<file path="src/rtl/kcpsm6_led_scanner.sv">
// rtl/kcpsm6_led_scanner.sv - KCPSM6 LED peripheral with direct, blink and bouncing scan modes.
// Optional PWM brightness gate on register +4 is built when LED_PWM_EN is defined.
module kcpsm6_led_scanner #(
  parameter int         NUM_LEDS      = 4,
  parameter logic [7:0] BASE_ADDR     = 8'h00,
  parameter int         CLKS_PER_UNIT = 100000
) (
  input  logic                clk,
  input  logic                reset,
  input  logic [7:0]          port_id,
  input  logic                write_strobe,
  input  logic [7:0]          out_port,
  input  logic                read_strobe,
  output logic [7:0]          in_port,
  output logic [NUM_LEDS-1:0] led_out,
  output logic                scan_end
);
  localparam int            CW       = $clog2(CLKS_PER_UNIT);
  localparam logic [CW-1:0] CLK_LAST = CW'(CLKS_PER_UNIT - 1);
  localparam logic [2:0]    POS_TOP  = 3'(NUM_LEDS - 1);
  localparam logic [2:0]    POS_NEAR = 3'(NUM_LEDS - 2);

  localparam logic [7:0] ADDR_DATA   = BASE_ADDR;
  localparam logic [7:0] ADDR_CTRL   = BASE_ADDR + 8'd1;
  localparam logic [7:0] ADDR_PERIOD = BASE_ADDR + 8'd2;
  localparam logic [7:0] ADDR_STATUS = BASE_ADDR + 8'd3;
  localparam logic [7:0] ADDR_BRIGHT = BASE_ADDR + 8'd4;

  localparam logic [1:0] MODE_DIRECT = 2'd0;
  localparam logic [1:0] MODE_BLINK  = 2'd1;
  localparam logic [1:0] MODE_SCAN   = 2'd2;
  localparam logic [1:0] MODE_OFF    = 2'd3;

  logic [7:0]          data_reg;
  logic [7:0]          period_reg;
  logic [7:0]          period_act;
  logic [7:0]          unit_cnt;
  logic [1:0]          mode;
  logic [CW-1:0]       clk_cnt;
  logic [2:0]          pos;
  logic                dir;
  logic                phase;
  logic                end_flag;
  logic                wr_data;
  logic                wr_ctrl;
  logic                wr_period;
  logic                rd_status;
  logic                unit_tick;
  logic                step_tick;
  logic                end_hit;
  logic                pwm_on;
  logic [7:0]          bright_val;
  logic [7:0]          rd_mux;
  logic [NUM_LEDS-1:0] one_hot;
  logic [NUM_LEDS-1:0] pattern;

  assign wr_data   = write_strobe && (port_id == ADDR_DATA);
  assign wr_ctrl   = write_strobe && (port_id == ADDR_CTRL);
  assign wr_period = write_strobe && (port_id == ADDR_PERIOD);
  assign rd_status = read_strobe && (port_id == ADDR_STATUS);

  assign unit_tick = (clk_cnt == CLK_LAST);
  assign step_tick = unit_tick && (unit_cnt == period_act);
  // A CTRL write in the same cycle restarts the scan, so it must not report an end.
  assign end_hit   = step_tick && !wr_ctrl && (mode == MODE_SCAN) &&
                     (dir ? (pos == 3'd1) : (pos == POS_NEAR));

`ifdef LED_PWM_EN
  logic [7:0] bright_reg;
  logic [7:0] pwm_cnt;
  logic       wr_bright;

  assign wr_bright = write_strobe && (port_id == ADDR_BRIGHT);

  always_ff @(posedge clk or negedge reset) begin
    if (!reset) begin
      bright_reg <= 8'hFF;
      pwm_cnt    <= 8'h00;
    end else begin
      pwm_cnt <= pwm_cnt + 8'd1;
      if (wr_bright) bright_reg <= out_port;
    end
  end

  assign pwm_on     = (pwm_cnt < bright_reg);
  assign bright_val = bright_reg;
`else
  assign pwm_on     = 1'b1;
  assign bright_val = 8'h00;
`endif

  always_comb begin
    one_hot = '0;
    for (int i = 0; i < NUM_LEDS; i++) one_hot[i] = (pos == 3'(i));
  end

  always_comb begin
    pattern = '0;
    case (mode)
      MODE_DIRECT: pattern = data_reg[NUM_LEDS-1:0];
      MODE_BLINK:  pattern = phase ? data_reg[NUM_LEDS-1:0] : '0;
      MODE_SCAN:   pattern = one_hot;
      MODE_OFF:    pattern = '0;
      default:     pattern = '0;
    endcase
  end

  always_comb begin
    rd_mux = 8'h00;
    case (port_id)
      ADDR_DATA:   rd_mux = data_reg;
      ADDR_CTRL:   rd_mux = {6'b0, mode};
      ADDR_PERIOD: rd_mux = period_reg;
      ADDR_STATUS: rd_mux = {pos, dir, phase, end_flag, mode};
      ADDR_BRIGHT: rd_mux = bright_val;
      default:     rd_mux = 8'h00;
    endcase
  end

  always_ff @(posedge clk or negedge reset) begin
    if (!reset) begin
      data_reg   <= 8'h00;
      period_reg <= 8'h00;
      period_act <= 8'h00;
      unit_cnt   <= 8'h00;
      mode       <= MODE_DIRECT;
      clk_cnt    <= '0;
      pos        <= 3'd0;
      dir        <= 1'b0;
      phase      <= 1'b0;
      end_flag   <= 1'b0;
      scan_end   <= 1'b0;
      led_out    <= '0;
      in_port    <= 8'h00;
    end else begin
      if (wr_data)   data_reg   <= out_port;
      if (wr_period) period_reg <= out_port;

      if (wr_ctrl) begin
        mode       <= out_port[1:0];
        pos        <= 3'd0;
        dir        <= 1'b0;
        phase      <= 1'b0;
        clk_cnt    <= '0;
        unit_cnt   <= 8'h00;
        period_act <= period_reg;
      end else begin
        clk_cnt <= unit_tick ? '0 : clk_cnt + CW'(1);
        if (step_tick) begin
          unit_cnt   <= 8'h00;
          // A PERIOD write only takes hold at a unit-counter wrap.
          period_act <= wr_period ? out_port : period_reg;
        end else if (unit_tick) begin
          unit_cnt <= unit_cnt + 8'd1;
        end
        if (step_tick && mode == MODE_BLINK) phase <= ~phase;
        if (step_tick && mode == MODE_SCAN) begin
          if (!dir) begin
            pos <= pos + 3'd1;
            if (pos == POS_NEAR) dir <= 1'b1;
          end else begin
            pos <= pos - 3'd1;
            if (pos == 3'd1) dir <= 1'b0;
          end
        end
      end

      scan_end <= end_hit;
      if (end_hit)        end_flag <= 1'b1;
      else if (rd_status) end_flag <= 1'b0;

      led_out <= pattern & {NUM_LEDS{pwm_on}};
      in_port <= rd_mux;
    end
  end

  logic unused_top;
  assign unused_top = ^POS_TOP;
endmodule

</file>
<file path="config.mk">
export PLATFORM = sky130hd
export DESIGN_NAME = kcpsm6_led_scanner
export DESIGN_NICKNAME = d
export VERILOG_FILES = /design/src/rtl/kcpsm6_led_scanner.sv
export SDC_FILE = /design/constraint.sdc
export NUM_CORES = 1
export LEC_CHECK = 0
export CORE_MARGIN = 2
export CORE_UTILIZATION = 57
export DETAILED_ROUTE_END_ITERATION = 7
export PLACE_DENSITY_LB_ADDON = 0.05
export SYNTH_ARGS = -nofsm -noshare
export SYNTH_HDL_FRONTEND = slang
export SYNTH_SLANG_ARGS = --single-unit
</file>
<file path="constraint.sdc">
create_clock -name clk -period 2.25 [get_ports clk]
set_input_delay 0.225 -clock clk [delete_from_list [all_inputs] [get_ports clk]]
set_output_delay 0.225 -clock clk [all_outputs]
set_load 0.02 [all_outputs]
</file>
Yosys cells after proc, flatten, opt, wreduce, memory -nomap -nowiden:

Cells that the tools add are included.

* ROM bits: 0
* register bits after elaboration: 70
* output and inout bits: 13
* RAM bits: 0
* memories: 0
* logic and storage cells: 72
* input port bits: 20
* latch bits: 0

* div/mod/pow operators: 0
* $lt $le $gt $ge: 0
* bitwise logic cells: 1
* equality and inequality tests: 11
* shifts and indexed selects: 0
* reduce and logical (&&, ||, !) cells: 19
* mux-type cells: 24
* add/sub/neg operators: 4
* multipliers: 0

Operator list (count)
* 2-to-1 mux 8 bit: 6
* 2-to-1 mux 17 bit: 2
* one-hot mux 8 bit (4 select lines): 1
* adder 17 x 1 -> 17 bit, second input constant: 1
* equality test 17 bit, second input constant: 1
* equality test 8 x 2 -> 1 bit, second input constant: 2
* one-hot mux 4 bit (4 select lines): 1
* logical AND 1 bit: 10
* 2-to-1 mux 1 bit: 10
* 2-to-1 mux 3 bit: 3
* adder 8 x 1 -> 8 bit, second input constant: 1
* equality test 8 x 1 -> 1 bit, second input constant: 1
* equality test 8 bit: 1
* zero test 8 bit: 1
* nonzero test 2 bit: 4
* equality test 3 x 2 -> 1 bit, second input constant: 2
* equality test 2 bit, second input constant: 2
* 2-to-1 mux 4 bit: 1
* adder 3 x 1 -> 3 bit, second input constant: 1
* equality test 3 x 1 -> 1 bit, second input constant: 1
* zero test 3 bit: 1
* nonzero test 3 bit: 1
* subtractor 3 x 1 -> 3 bit, second input constant: 1
* equality test 2 x 1 -> 1 bit, second input constant: 1
* 3 further kinds: 3

Logic depth before layout (Yosys ltp):

Gate-level depths: netlist (run 1).

* depth after elaboration: 7
* depth in mapped cells: 7
* depth with buffers taken out: 6

Worst setup path after synthesis (run 1):

No wires, ideal clock.

* kind: register to register
* from: reg clk_cnt[0]
* to: reg period_act[0]
* library setup time: 0.131 ns
* period minus slack after synthesis: 1.892 ns
* stages on the path, launching flop included: 8
* slack: 0.358 ns
* required time: 2.119 ns
* arrival time: 1.761 ns
* buffers on the path: 1
* path through: dfrtp_1 -> ha_1 -> and4_1 -> buf_2 -> nand4_4 -> nor3_4 -> mux2i_1 -> o21ai_1

* longest elaborated chain between the ends: 3

RTL lines
* start: declaration: line 39 `logic [CW-1:0] clk_cnt;`
* start signal: assignment: line 148 `clk_cnt <= unit_tick ? '0 : clk_cnt + CW'(1);`
* equality test 17 bit: line 62 `assign unit_tick = (clk_cnt == CLK_LAST);`
* logical AND 1 bit: line 63 `assign step_tick = unit_tick && (unit_cnt == period_act);`
* nonzero test 2 bit (no line)
* end signal: assignment: line 146 `period_act <= period_reg;`
* end signal: assignment: line 152 `period_act <= wr_period ? out_port : period_reg;`
* end: declaration: line 36 `logic [7:0] period_act;`

Every way passes these cells.
A chain may end at the register's enable or synchronous reset.

Worst setup path in the final report (run 1):

* from: reg clk_cnt[0]
* to: reg pos[1]

* longest elaborated chain between the ends: 4

RTL lines
* equality test 17 bit: line 62
* logical AND 1 bit: line 63
* logical AND 1 bit: line 157 `if (step_tick && mode == MODE_SCAN) begin`
* nonzero test 2 bit (no line)
* end signal: assignment: line 159 `pos <= pos + 3'd1;`
* end signal: assignment: line 162 `pos <= pos - 3'd1;`
* end: declaration: line 40 `logic [2:0] pos;`

Every way passes these cells.

==> metrics.txt, run 1 <==
status complete, no violations; Worst-path clk slew 0.07 ns; antenna-violating nets left 0; IO Count 33; Vias/cell 5.59; antenna violations before repair 0; Startpoint Class register; CTS resizes 0; VDD IR-drop max 0.682 mV; Max transition margin 56.0%; Detailed Place HPWL 5280 um; Num CTS Buffers 9; fraction of layout cells with a size suffix above 1 17.1%; vias in the first global route 2,483; r2r startpoint clk_cnt[0]; Initial DRT Pass Iterations 5; area growth from synthesis to layout 19.4%; Initial Utilization 59.3%; CTS tree done; Post-Syn Nets 351; worst setup margin 0.208 ns; Worst R2R Setup Slack 0.21 ns; P per Cell Area 699 nW/um^2; clk_lat worst skew 0.36 ns; Syn Area/Cell 10.9 sq um; Post-Syn Area 3530 sq um; Critical Setup Path Class reg2reg; post-synth cell types 45; clock sink count 70; Max clock buf depth 2; root buffer cell clkbuf_8; max reg flops 17; crit path from clk_cnt[0]; fmax 0.490 GHz; DRC 0; Post-Route Utilization 70.8%; max-slew violations 0; final setup fails 0; TNS Setup 0 ns; Synth area leader dfrtp_1; post-synth top area share 49.6%; Final min period 2.04 ns; ys async rst share 100%; max cap viols 0; port bufs 32; Leakage 1.89 nW; top cells by area, synth dfrtp_1 (50%), mux2_2 (7.0%), xnor2_1 (4.7%); final WL 7350 um; die height 82.7 um; GRT Util Overall 24.6%; post-place setup slack 0.196 ns; Seq/Total Area, Yosys 49.6%; Post-Syn Instances 323; CP Capture Type register; Worst Reg-to-Reg Cells 6; crit path max fanout 10; GP Congestion 0.834; flops & latches, synth 70; Placement Rows 28; Top reg by flops clk_cnt; fin crit share 90.7%; nets@finish 398; first-pass GRT wire length 12,200 um; HP Class in2async; Slew @ Worst Pin 0.661 ns; largest net degree at the start of global routing 30; DP Area 4010 sq um; Clock Skew 0.00836 ns; grt ovf 0; final count of hold timing violations 0; die span in x 82.7 um; die area 6850 sq um; Vias 2,515; Iter 0 DRT Violations 103; Antenna diodes 0; top cells by count, synth dfrtp_1 (70), nor2_1 (38), nand2_1 (33); ys flop type dfrtp_1; DR WL/cell 16.3 um; number of flops mapped to enable cells by yosys 0; Worst Path Arrival 2.29 ns; Yosys Warn Count 0; critical path required time 2.49 ns; core area 5960 sq um; RSZ-0062 raised after global routing no; H-tree depth 3; Final Cell Area 4220 sq um; most frequent cell after synthesis dfrtp_1
worst paths after layout:
kind | to
max in group asynchronous | clk_cnt[12]
worst max register to register | pos[1]
worst min-delay path | led_out[0]
worst max-delay path | pos[1]
min in group clk | clk_cnt[0]
worst min register to register | clk_cnt[0]
worst max-delay path: stages, from the launching register on:
cell and delay [ns]:
dfrtp_1 0.39, ha_1 0.24, and4_1 0.38, nand4_4 0.24, nor4_4 0.42, mux2i_1 0.22
nor2_1 0.05
cell type report:
type,instances,area (sq um)
clock buffers,12,155
well taps,75,93.8
flip-flops and latches,70,1750
clock inverters,4,45.0
fillers,427,1740
multi-input cells,241,1730
inverters,3,11.3
repair buffers,45,428
where the power goes:
part           switching, W  total (W)  internal, W
clock              0.000472    0.00104     0.000567
combinational      0.000217   0.000423     0.000206
sequential         0.000126    0.00148      0.00136
total              0.000815    0.00295      0.00213
cells by family after synthesis:
logic type	count (synthesis)	share of synthesized area (%)
multiplexers	37	11.3
flip-flops	70	49.6
XOR/XNOR	31	7.68
adder cells (fa/ha/maj)	8	2.83
AO/OA/AOI/OAI	36	6.27
AND/OR/NAND/NOR	129	21.0
buffers and inverters	12	1.38
metal layers:
layer  track usage (%)  vias up  routed length (um)
li1                  -     1228                   -
met1              32.8     1207                3370
met2              38.5       66                3440
met3              5.98       14                 354
met4              10.3        0                 184
met5                 0        -                   0
layout by cell type, fill, tap and decap left out, drive strengths merged, types with 3 or more instances in the layout:
cell / count
mux2: 22
ha: 8
nand2b: 4
clkdlybuf4s50: 31
a22oi: 6
nor3: 5
nor2b: 8
nand3: 10
clkinv: 3
nand2: 33
inv: 3
clkbuf: 12
a21oi: 7
nand4: 10
mux2i: 15
buf: 13
and3: 7
xor2: 12
nor4: 4
dfrtp: 70
xnor2: 19
o21ai: 13
and4: 3
nor2: 38
repair_timing:
action	in CTS	in global routing
hold buffers	1	0
hold endpoints to repair	25	0
buffers inserted	0	0
through the flow:
stage               cells  hold WS (ns)  power, W
floorplan             323       -0.0706   0.00176
global placement      433         0.296   0.00191
detailed placement    433         0.293   0.00192
CTS                   450         0.454   0.00296
global route          450         0.505   0.00309
finish                450         0.433   0.00295
Power figures use the tool's default switching activity.
==> run 2, diff against run 1 <==
--- a/config.mk
+++ b/config.mk
@@ -12,3 +12,4 @@
 export SYNTH_ARGS = -nofsm -noshare
 export SYNTH_HDL_FRONTEND = slang
 export SYNTH_SLANG_ARGS = --single-unit
+export TNS_END_PERCENT = 30
==> results of run 2 <==
Same layout as run 1: the final DEF is identical, and so are final timing and power.
